### src/rtl/color_pkg.sv
// color_pkg
// Shared definitions for the TCS3200 colour measurement controller:
//   state_t    - controller FSM states
//   chan_t     - measurement channel index, in measurement order
//   FILT_*     - sensor S2/S3 filter select codes
//   SCALE_*    - sensor S0/S1 output frequency scaling codes
//   chanCode   - maps a channel index to its S2/S3 filter code
//   nextChan   - next channel in the RED, GREEN, BLUE, CLEAR sequence
package color_pkg;

  typedef enum logic [1:0] {
    IDLE   = 2'd0,
    SETTLE = 2'd1,
    COUNT  = 2'd2,
    DONE   = 2'd3
  } state_t;

  typedef enum logic [1:0] {
    RED   = 2'd0,
    GREEN = 2'd1,
    BLUE  = 2'd2,
    CLEAR = 2'd3
  } chan_t;

  localparam logic [1:0] FILT_RED   = 2'b00;
  localparam logic [1:0] FILT_GREEN = 2'b11;
  localparam logic [1:0] FILT_BLUE  = 2'b01;
  localparam logic [1:0] FILT_CLEAR = 2'b10;
  localparam logic [1:0] FILT_IDLE  = 2'b00;

  localparam logic [1:0] SCALE_OFF   = 2'b00;
  localparam logic [1:0] SCALE_20PCT = 2'b10;

  function automatic logic [1:0] chanCode(input chan_t ch);
    logic [1:0] code;
    case (ch)
      RED:     code = FILT_RED;
      GREEN:   code = FILT_GREEN;
      BLUE:    code = FILT_BLUE;
      CLEAR:   code = FILT_CLEAR;
      default: code = FILT_CLEAR;
    endcase
    return code;
  endfunction

  // CLEAR is terminal; the FSM leaves for DONE instead of advancing past it.
  function automatic chan_t nextChan(input chan_t ch);
    chan_t nxt;
    case (ch)
      RED:     nxt = GREEN;
      GREEN:   nxt = BLUE;
      BLUE:    nxt = CLEAR;
      default: nxt = CLEAR;
    endcase
    return nxt;
  endfunction

endpackage

### src/rtl/edge_window_counter.sv
// edge_window_counter
// Brings the asynchronous sensor frequency output into the clk domain, detects
// its rising edges and counts them with a saturating counter.
// Ports:
//   clk        in   system clock, rising edge
//   rst        in   synchronous reset, active-low
//   sensor_in  in   asynchronous sensor frequency output
//   clear      in   force the count to zero (takes priority over enable)
//   enable     in   count detected edges while high
//   count      out  value the counter holds after this clock edge, i.e. the
//                   registered count including an edge detected this cycle
module edge_window_counter #(
  parameter int CNT_W = 18
) (
  input  logic             clk,
  input  logic             rst,
  input  logic             sensor_in,
  input  logic             clear,
  input  logic             enable,
  output logic [CNT_W-1:0] count
);

  localparam logic [CNT_W-1:0] CNT_MAX = '1;

  logic             r_sync1;
  logic             r_sync2;
  logic             r_sync3;
  logic [CNT_W-1:0] r_count;
  logic             w_rise;
  logic [CNT_W-1:0] w_countNext;

  // r_sync1/r_sync2 are the metastability filter; r_sync3 is the delayed copy
  // used only for edge detection.
  assign w_rise = r_sync2 & ~r_sync3;

  // Exposing the next value lets the controller capture the final window cycle
  // in the same edge that ends the window.
  always_comb begin
    w_countNext = r_count;
    if (clear) begin
      w_countNext = '0;
    end else if (enable && w_rise && (r_count != CNT_MAX)) begin
      w_countNext = r_count + CNT_W'(1);
    end
  end

  assign count = w_countNext;

  always_ff @(posedge clk) begin
    if (!rst) begin
      r_sync1 <= 1'b0;
      r_sync2 <= 1'b0;
      r_sync3 <= 1'b0;
      r_count <= '0;
    end else begin
      r_sync1 <= sensor_in;
      r_sync2 <= r_sync1;
      r_sync3 <= r_sync2;
      r_count <= w_countNext;
    end
  end

endmodule

### src/rtl/color_meas_ctrl.sv
// color_meas_ctrl
// Arbitrates between two requesters and runs a TCS3200 colour measurement:
// for each channel the filter is switched, allowed to settle, then sensor
// edges are counted over a fixed window and latched into a result register.
// Ports:
//   clk                     in   system clock, rising edge
//   rst                     in   synchronous reset, active-low
//   req[1:0]                in   level request per requester, held until ack
//   mode[1:0]               in   per requester: 0 = clear only, 1 = R/G/B/clear
//   sensor_out              in   asynchronous sensor frequency output
//   ack[1:0]                out  one-cycle pulse to the granted requester
//   busy                    out  high from grant through the ack cycle
//   s2_s3[1:0]              out  sensor filter select
//   s0_s1[1:0]              out  sensor frequency scaling
//   oe_n                    out  sensor output enable, active-low
//   red/green/blue/clear_cnt out latched edge counts per channel
module color_meas_ctrl
  import color_pkg::*;
#(
  parameter int WIN_CYCLES    = 5000000,
  parameter int SETTLE_CYCLES = 1000,
  parameter int CNT_W         = 18
) (
  input  logic             clk,
  input  logic             rst,
  input  logic [1:0]       req,
  input  logic [1:0]       mode,
  input  logic             sensor_out,
  output logic [1:0]       ack,
  output logic             busy,
  output logic [1:0]       s2_s3,
  output logic [1:0]       s0_s1,
  output logic             oe_n,
  output logic [CNT_W-1:0] red_cnt,
  output logic [CNT_W-1:0] green_cnt,
  output logic [CNT_W-1:0] blue_cnt,
  output logic [CNT_W-1:0] clear_cnt
);

  localparam int TMR_MAX = (WIN_CYCLES > SETTLE_CYCLES) ? WIN_CYCLES : SETTLE_CYCLES;
  localparam int TMR_W   = (TMR_MAX > 1) ? $clog2(TMR_MAX) : 1;
  localparam logic [TMR_W-1:0] SETTLE_LAST = TMR_W'(SETTLE_CYCLES - 1);
  localparam logic [TMR_W-1:0] WIN_LAST    = TMR_W'(WIN_CYCLES - 1);

  state_t           r_state;
  state_t           w_nextState;
  chan_t            r_chan;
  logic [TMR_W-1:0] r_timer;
  logic [1:0]       r_grant;
  logic             r_lastGrant;
  logic [CNT_W-1:0] r_redCnt;
  logic [CNT_W-1:0] r_greenCnt;
  logic [CNT_W-1:0] r_blueCnt;
  logic [CNT_W-1:0] r_clearCnt;

  logic             w_pick;
  logic             w_grantNow;
  logic             w_countDone;
  logic             w_counterClear;
  logic             w_counterEnable;
  logic             w_active;
  logic [CNT_W-1:0] w_count;

  edge_window_counter #(
    .CNT_W (CNT_W)
  ) u_counter (
    .clk       (clk),
    .rst       (rst),
    .sensor_in (sensor_out),
    .clear     (w_counterClear),
    .enable    (w_counterEnable),
    .count     (w_count)
  );

  // Round-robin: r_lastGrant resets to 1 so the first contest goes to
  // requester 0; a lone request always wins.
  always_comb begin
    w_pick = 1'b0;
    case (req)
      2'b01:   w_pick = 1'b0;
      2'b10:   w_pick = 1'b1;
      2'b11:   w_pick = ~r_lastGrant;
      default: w_pick = 1'b0;
    endcase
  end

  // The counter is held clear throughout SETTLE so COUNT always starts from
  // zero and edges seen while the filter settles are discarded.
  always_comb begin
    w_nextState     = r_state;
    w_grantNow      = 1'b0;
    w_countDone     = 1'b0;
    w_counterClear  = 1'b0;
    w_counterEnable = 1'b0;
    case (r_state)
      IDLE: begin
        if (|req) begin
          w_grantNow  = 1'b1;
          w_nextState = SETTLE;
        end
      end
      SETTLE: begin
        w_counterClear = 1'b1;
        if (r_timer == SETTLE_LAST) begin
          w_nextState = COUNT;
        end
      end
      COUNT: begin
        w_counterEnable = 1'b1;
        if (r_timer == WIN_LAST) begin
          w_countDone = 1'b1;
          w_nextState = (r_chan == CLEAR) ? DONE : SETTLE;
        end
      end
      DONE: begin
        w_nextState = IDLE;
      end
      default: begin
        w_nextState = IDLE;
      end
    endcase
  end

  assign w_active  = (r_state != IDLE);
  assign busy      = w_active;
  assign ack       = (r_state == DONE) ? r_grant : 2'b00;
  assign s2_s3     = w_active ? chanCode(r_chan) : FILT_IDLE;
  assign s0_s1     = w_active ? SCALE_20PCT : SCALE_OFF;
  assign oe_n      = ~w_active;
  assign red_cnt   = r_redCnt;
  assign green_cnt = r_greenCnt;
  assign blue_cnt  = r_blueCnt;
  assign clear_cnt = r_clearCnt;

  // The timer restarts on every state change so each SETTLE and COUNT phase
  // runs for exactly its programmed number of cycles. Clear-only requests
  // start at CLEAR, which leaves the R/G/B registers untouched.
  always_ff @(posedge clk) begin
    if (!rst) begin
      r_state     <= IDLE;
      r_timer     <= '0;
      r_chan      <= RED;
      r_grant     <= 2'b00;
      r_lastGrant <= 1'b1;
      r_redCnt    <= '0;
      r_greenCnt  <= '0;
      r_blueCnt   <= '0;
      r_clearCnt  <= '0;
    end else begin
      r_state <= w_nextState;
      if ((w_nextState != r_state) || (r_state == IDLE)) begin
        r_timer <= '0;
      end else begin
        r_timer <= r_timer + TMR_W'(1);
      end
      if (w_grantNow) begin
        r_grant     <= w_pick ? 2'b10 : 2'b01;
        r_lastGrant <= w_pick;
        r_chan      <= mode[w_pick] ? RED : CLEAR;
      end
      if (w_countDone) begin
        case (r_chan)
          RED:     r_redCnt   <= w_count;
          GREEN:   r_greenCnt <= w_count;
          BLUE:    r_blueCnt  <= w_count;
          default: r_clearCnt <= w_count;
        endcase
        if (r_chan != CLEAR) begin
          r_chan <= nextChan(r_chan);
        end
      end
    end
  end

endmodule

### config.mk
export PLATFORM = sky130hd
export DESIGN_NAME = color_meas_ctrl
export DESIGN_NICKNAME = d
export VERILOG_FILES = /design/src/rtl/color_pkg.sv /design/src/rtl/edge_window_counter.sv /design/src/rtl/color_meas_ctrl.sv
export SDC_FILE = /design/constraint.sdc
export NUM_CORES = 1
export LEC_CHECK = 0
export BUFFER_PORTS_ARGS = -buffer_cell sky130_fd_sc_hd__buf_2
export CELL_PAD_IN_SITES_DETAIL_PLACEMENT = 0
export CELL_PAD_IN_SITES_GLOBAL_PLACEMENT = 2
export CORE_MARGIN = 2
export CORE_UTILIZATION = 34
export DETAILED_ROUTE_END_ITERATION = 10
export PLACE_DENSITY = 0.84
export SYNTH_ARGS = -nofsm -noshare
export SYNTH_HDL_FRONTEND = slang
export SYNTH_SLANG_ARGS = --single-unit
### constraint.sdc
create_clock -name clk -period 2.7 [get_ports clk]
set_input_delay 0.135 -clock clk [delete_from_list [all_inputs] [get_ports clk]]
set_output_delay 0.135 -clock clk [all_outputs]
set_load 0.02 [all_outputs]
==> results.cfg <==
[layout]
fin_nets = 667
post_route_cells_drive_above_1_share = 0.218
syn_to_final_growth_pct = 25.7
fillCellCount = 1404
n_antenna_cell = 0
post-route-util = 0.435

[yosys]
synth.area.top_cells = dfxtp_1 49%, nand3_1 5.2%, o21ai_0 4.1%, nand2_1 4.1%, nor2_1 3.5%
netlist_area_um2 = 4990
synth_nets = 570
synthesis.instances = 556
synth_top_area_cell = dfxtp_1
synth_flop_cell = dfxtp_1
async_flop_share = 0
ys_ff_latch = 123
synth_edf_count = 0
ys_seq_area_frac = 0.493
ys_types = 55
avgSynthCellArea_um2 = 8.98
yosys_warnings = 0
yosysTopAreaCellShare = 0.493

[worst_hold_path]
hp-class = in -> reg
min_path_cells = 3

[cts]
clock_latency_ps = 410
cts_max_path_buffers = 2
holdBufCountCts = 1
clock-root-buffer = clkbuf_16
clk_pin_slew_ps = 50
cts_buffers = 17
cts_resized = 0
cts_sinks = 123
cts_setup_buffers = 0
htree_num_levels = 4
cts_tree = yes

[pwr]
power.switching_mw = 0.852
p_sw_frac = 0.204
combinationalPowerShare = 0.027
p_leak_nw = 2.52
p_int_mw = 3.34
clkPwrFrac = 0.534
p_seq_frac = 0.439
power.density_nw_per_um2 = 667
vdd_drop_max_uv = 404

[run]
drv_cap = 0

[grt]
grt_max_degree = 88
grt_pass1_wl_um = 22000
grt_use_total = 0.177
grt.overflow.total = 0
antenna_found_initial = 0
grt_pass1_vias = 4205

[setup_path]
critical_path_class = reg -> reg
arrival_ps = 2730
worstPathMaxFanout = 12
reg2regPathDepth = 6
end_kind = register
startpoint_type = register
cp.required_ps = 2980

[floorplan]
core_region_area_um2 = 14400
die_area_um2 = 15700
die_width_um = 125
std_cell_rows = 44
io_pins = 87
start_util = 0.346
die_h_um = 125

[routing]
vias_per_cell = 5.20
drc = 0
drt-pass1-iter-count = 5
drtAntennaViolNets = 0
routed_wl_um = 13500
drt_iter0_markers = 293
dr_total_vias = 4416
wl_per_cell_um = 15.9

[sta]
clock_skew_ps = 8.96
worst_pin_slew_ps = 642
setup_viol = 0
hold_violations = 0
period_share = 0.910
slew_viol_final = 0
fin_tns_setup_ps = 0
fin_crit_ps = 2460
slew_headroom = 0.567
rsz0062_at_grt = false
max_freq_mhz = 407

[placement]
io_buffer_count = 85
place.gp.congestion = 0.853
place_hpwl_um = 9900

[outcome]
outcome = completed
[sequential cells by signal, indices dropped and copies added, names as in the netlist]
| register | flops |
|---|---|
| r_timer | 23 |
| blue_cnt | 18 |
| clear_cnt | 18 |
| green_cnt | 18 |
| red_cnt | 18 |
| u_counter.r_count | 18 |
| r_chan | 2 |
| r_grant | 2 |
| r_state | 2 |
| r_lastGrant | 1 |
| u_counter.r_sync1 | 1 |
| u_counter.r_sync2 | 1 |
| u_counter.r_sync3 | 1 |
[power by group through the flow]
stage / logic (mW) / clock network, mW / registers, mW
floorplan: 0.0817 / 0 / 1.87
global placement: 0.115 / 0 / 1.88
detailed placement: 0.115 / 0 / 1.88
CTS: 0.117 / 2.28 / 1.84
global route: 0.129 / 2.35 / 1.84
finish: 0.115 / 2.23 / 1.84
[synthesized netlist by cell type, types with 4 or more instances]
cell type	count
dfxtp_1	123
nand2_1	54
nand3_1	52
nor2_1	47
o21ai_0	41
xnor2_1	19
inv_1	15
o22ai_1	15
a21oi_1	14
clkbuf_1	13
o21ai_1	13
xor2_1	13
nand4_1	12
nor3_1	12
mux2i_1	11
nor4_1	9
ha_1	7
and3_1	6
and2_1	5
buf_2	5
nor2b_1	5
or4_1	5
a31oi_1	4
nand3b_1	4
[path summary, 6_finish.rpt]
check | from | to | slack [ps]
worst max-delay path | r_timer[0] | clear_cnt[7] | 240
worst min-delay path | req[1] | r_lastGrant | 50
worst max register to register | r_timer[0] | clear_cnt[7] | 240
worst min register to register | u_counter.r_sync1 | u_counter.r_sync2 | 440
[cell families (layout without fill, tap and decap cells)]
kind of cell	count (synthesis)	in the layout	synth area share
xor gates and xnor gates	32	32	0.0561
AOI/OAI and AO/OA	105	105	0.121
DFF	123	123	0.493
adders and majority gates	7	7	0.0175
buffers and inverters	40	149	0.0358
and+or+nand+nor	237	237	0.253
other	1	1	0.000751
muxes	11	11	0.0220
[critical path, stage by stage, from the launching register on]
cell,delay [ps]
dfxtp_1,390
ha_1,200
nand2_2,70
or4_4,600
or4_1,780
nand3_1,190
o21ai_0,100
[per-layer routing]
layer	wire (um)	vias to the layer above	share of wire	track usage
li1	-	2178	-	-
met1	6080	2109	0.45	0.224
met2	6520	118	0.48	0.284
met3	720	11	0.053	0.0475
met4	203	0	0.015	0.0804
met5	0	-	0	0
[through the flow]
| step | hold slack (ps) | total power, mW | area, um2 | instances | worst slack (ps) |
|---|---|---|---|---|---|
| after floorplan | 262 | 1.96 | 4990 | 556 | 363 |
| after global routing | 53.7 | 4.32 | 6280 | 849 | 113 |
| after detailed placement | 349 | 1.99 | 5680 | 817 | 241 |
| final | 53.6 | 4.19 | 6280 | 849 | 243 |
| after global placement | 345 | 1.99 | 5680 | 817 | 315 |
| after CTS | 31.1 | 4.24 | 6280 | 849 | 241 |
[final cells by class]
cell class,instances,area [um2],area share
flip-flops and latches,123,2460,0.392
multi-input cells,393,2350,0.375
repair buffers,103,588,0.0936
clock buffers,24,502,0.0799
well taps,184,230,0.0367
clock inverters,7,87.6,0.0139
inverters,15,56.3,0.00897
[cells in the final DEF, fill, tap and decap left out, types with 11 or more instances in the layout]
cell type and instances:
a21oi_1 14, buf_2 85, buf_4 15, clkbuf_16 17
dfxtp_1 123, inv_1 15, mux2i_1 11, nand2_1 54
nand3_1 52, nand4_1 12, nor2_1 47, nor3_1 12
o21ai_0 41, o21ai_1 13, o22ai_1 15, xnor2_1 19
xor2_1 13
No activity file was read; power rests on OpenSTA's default activity.
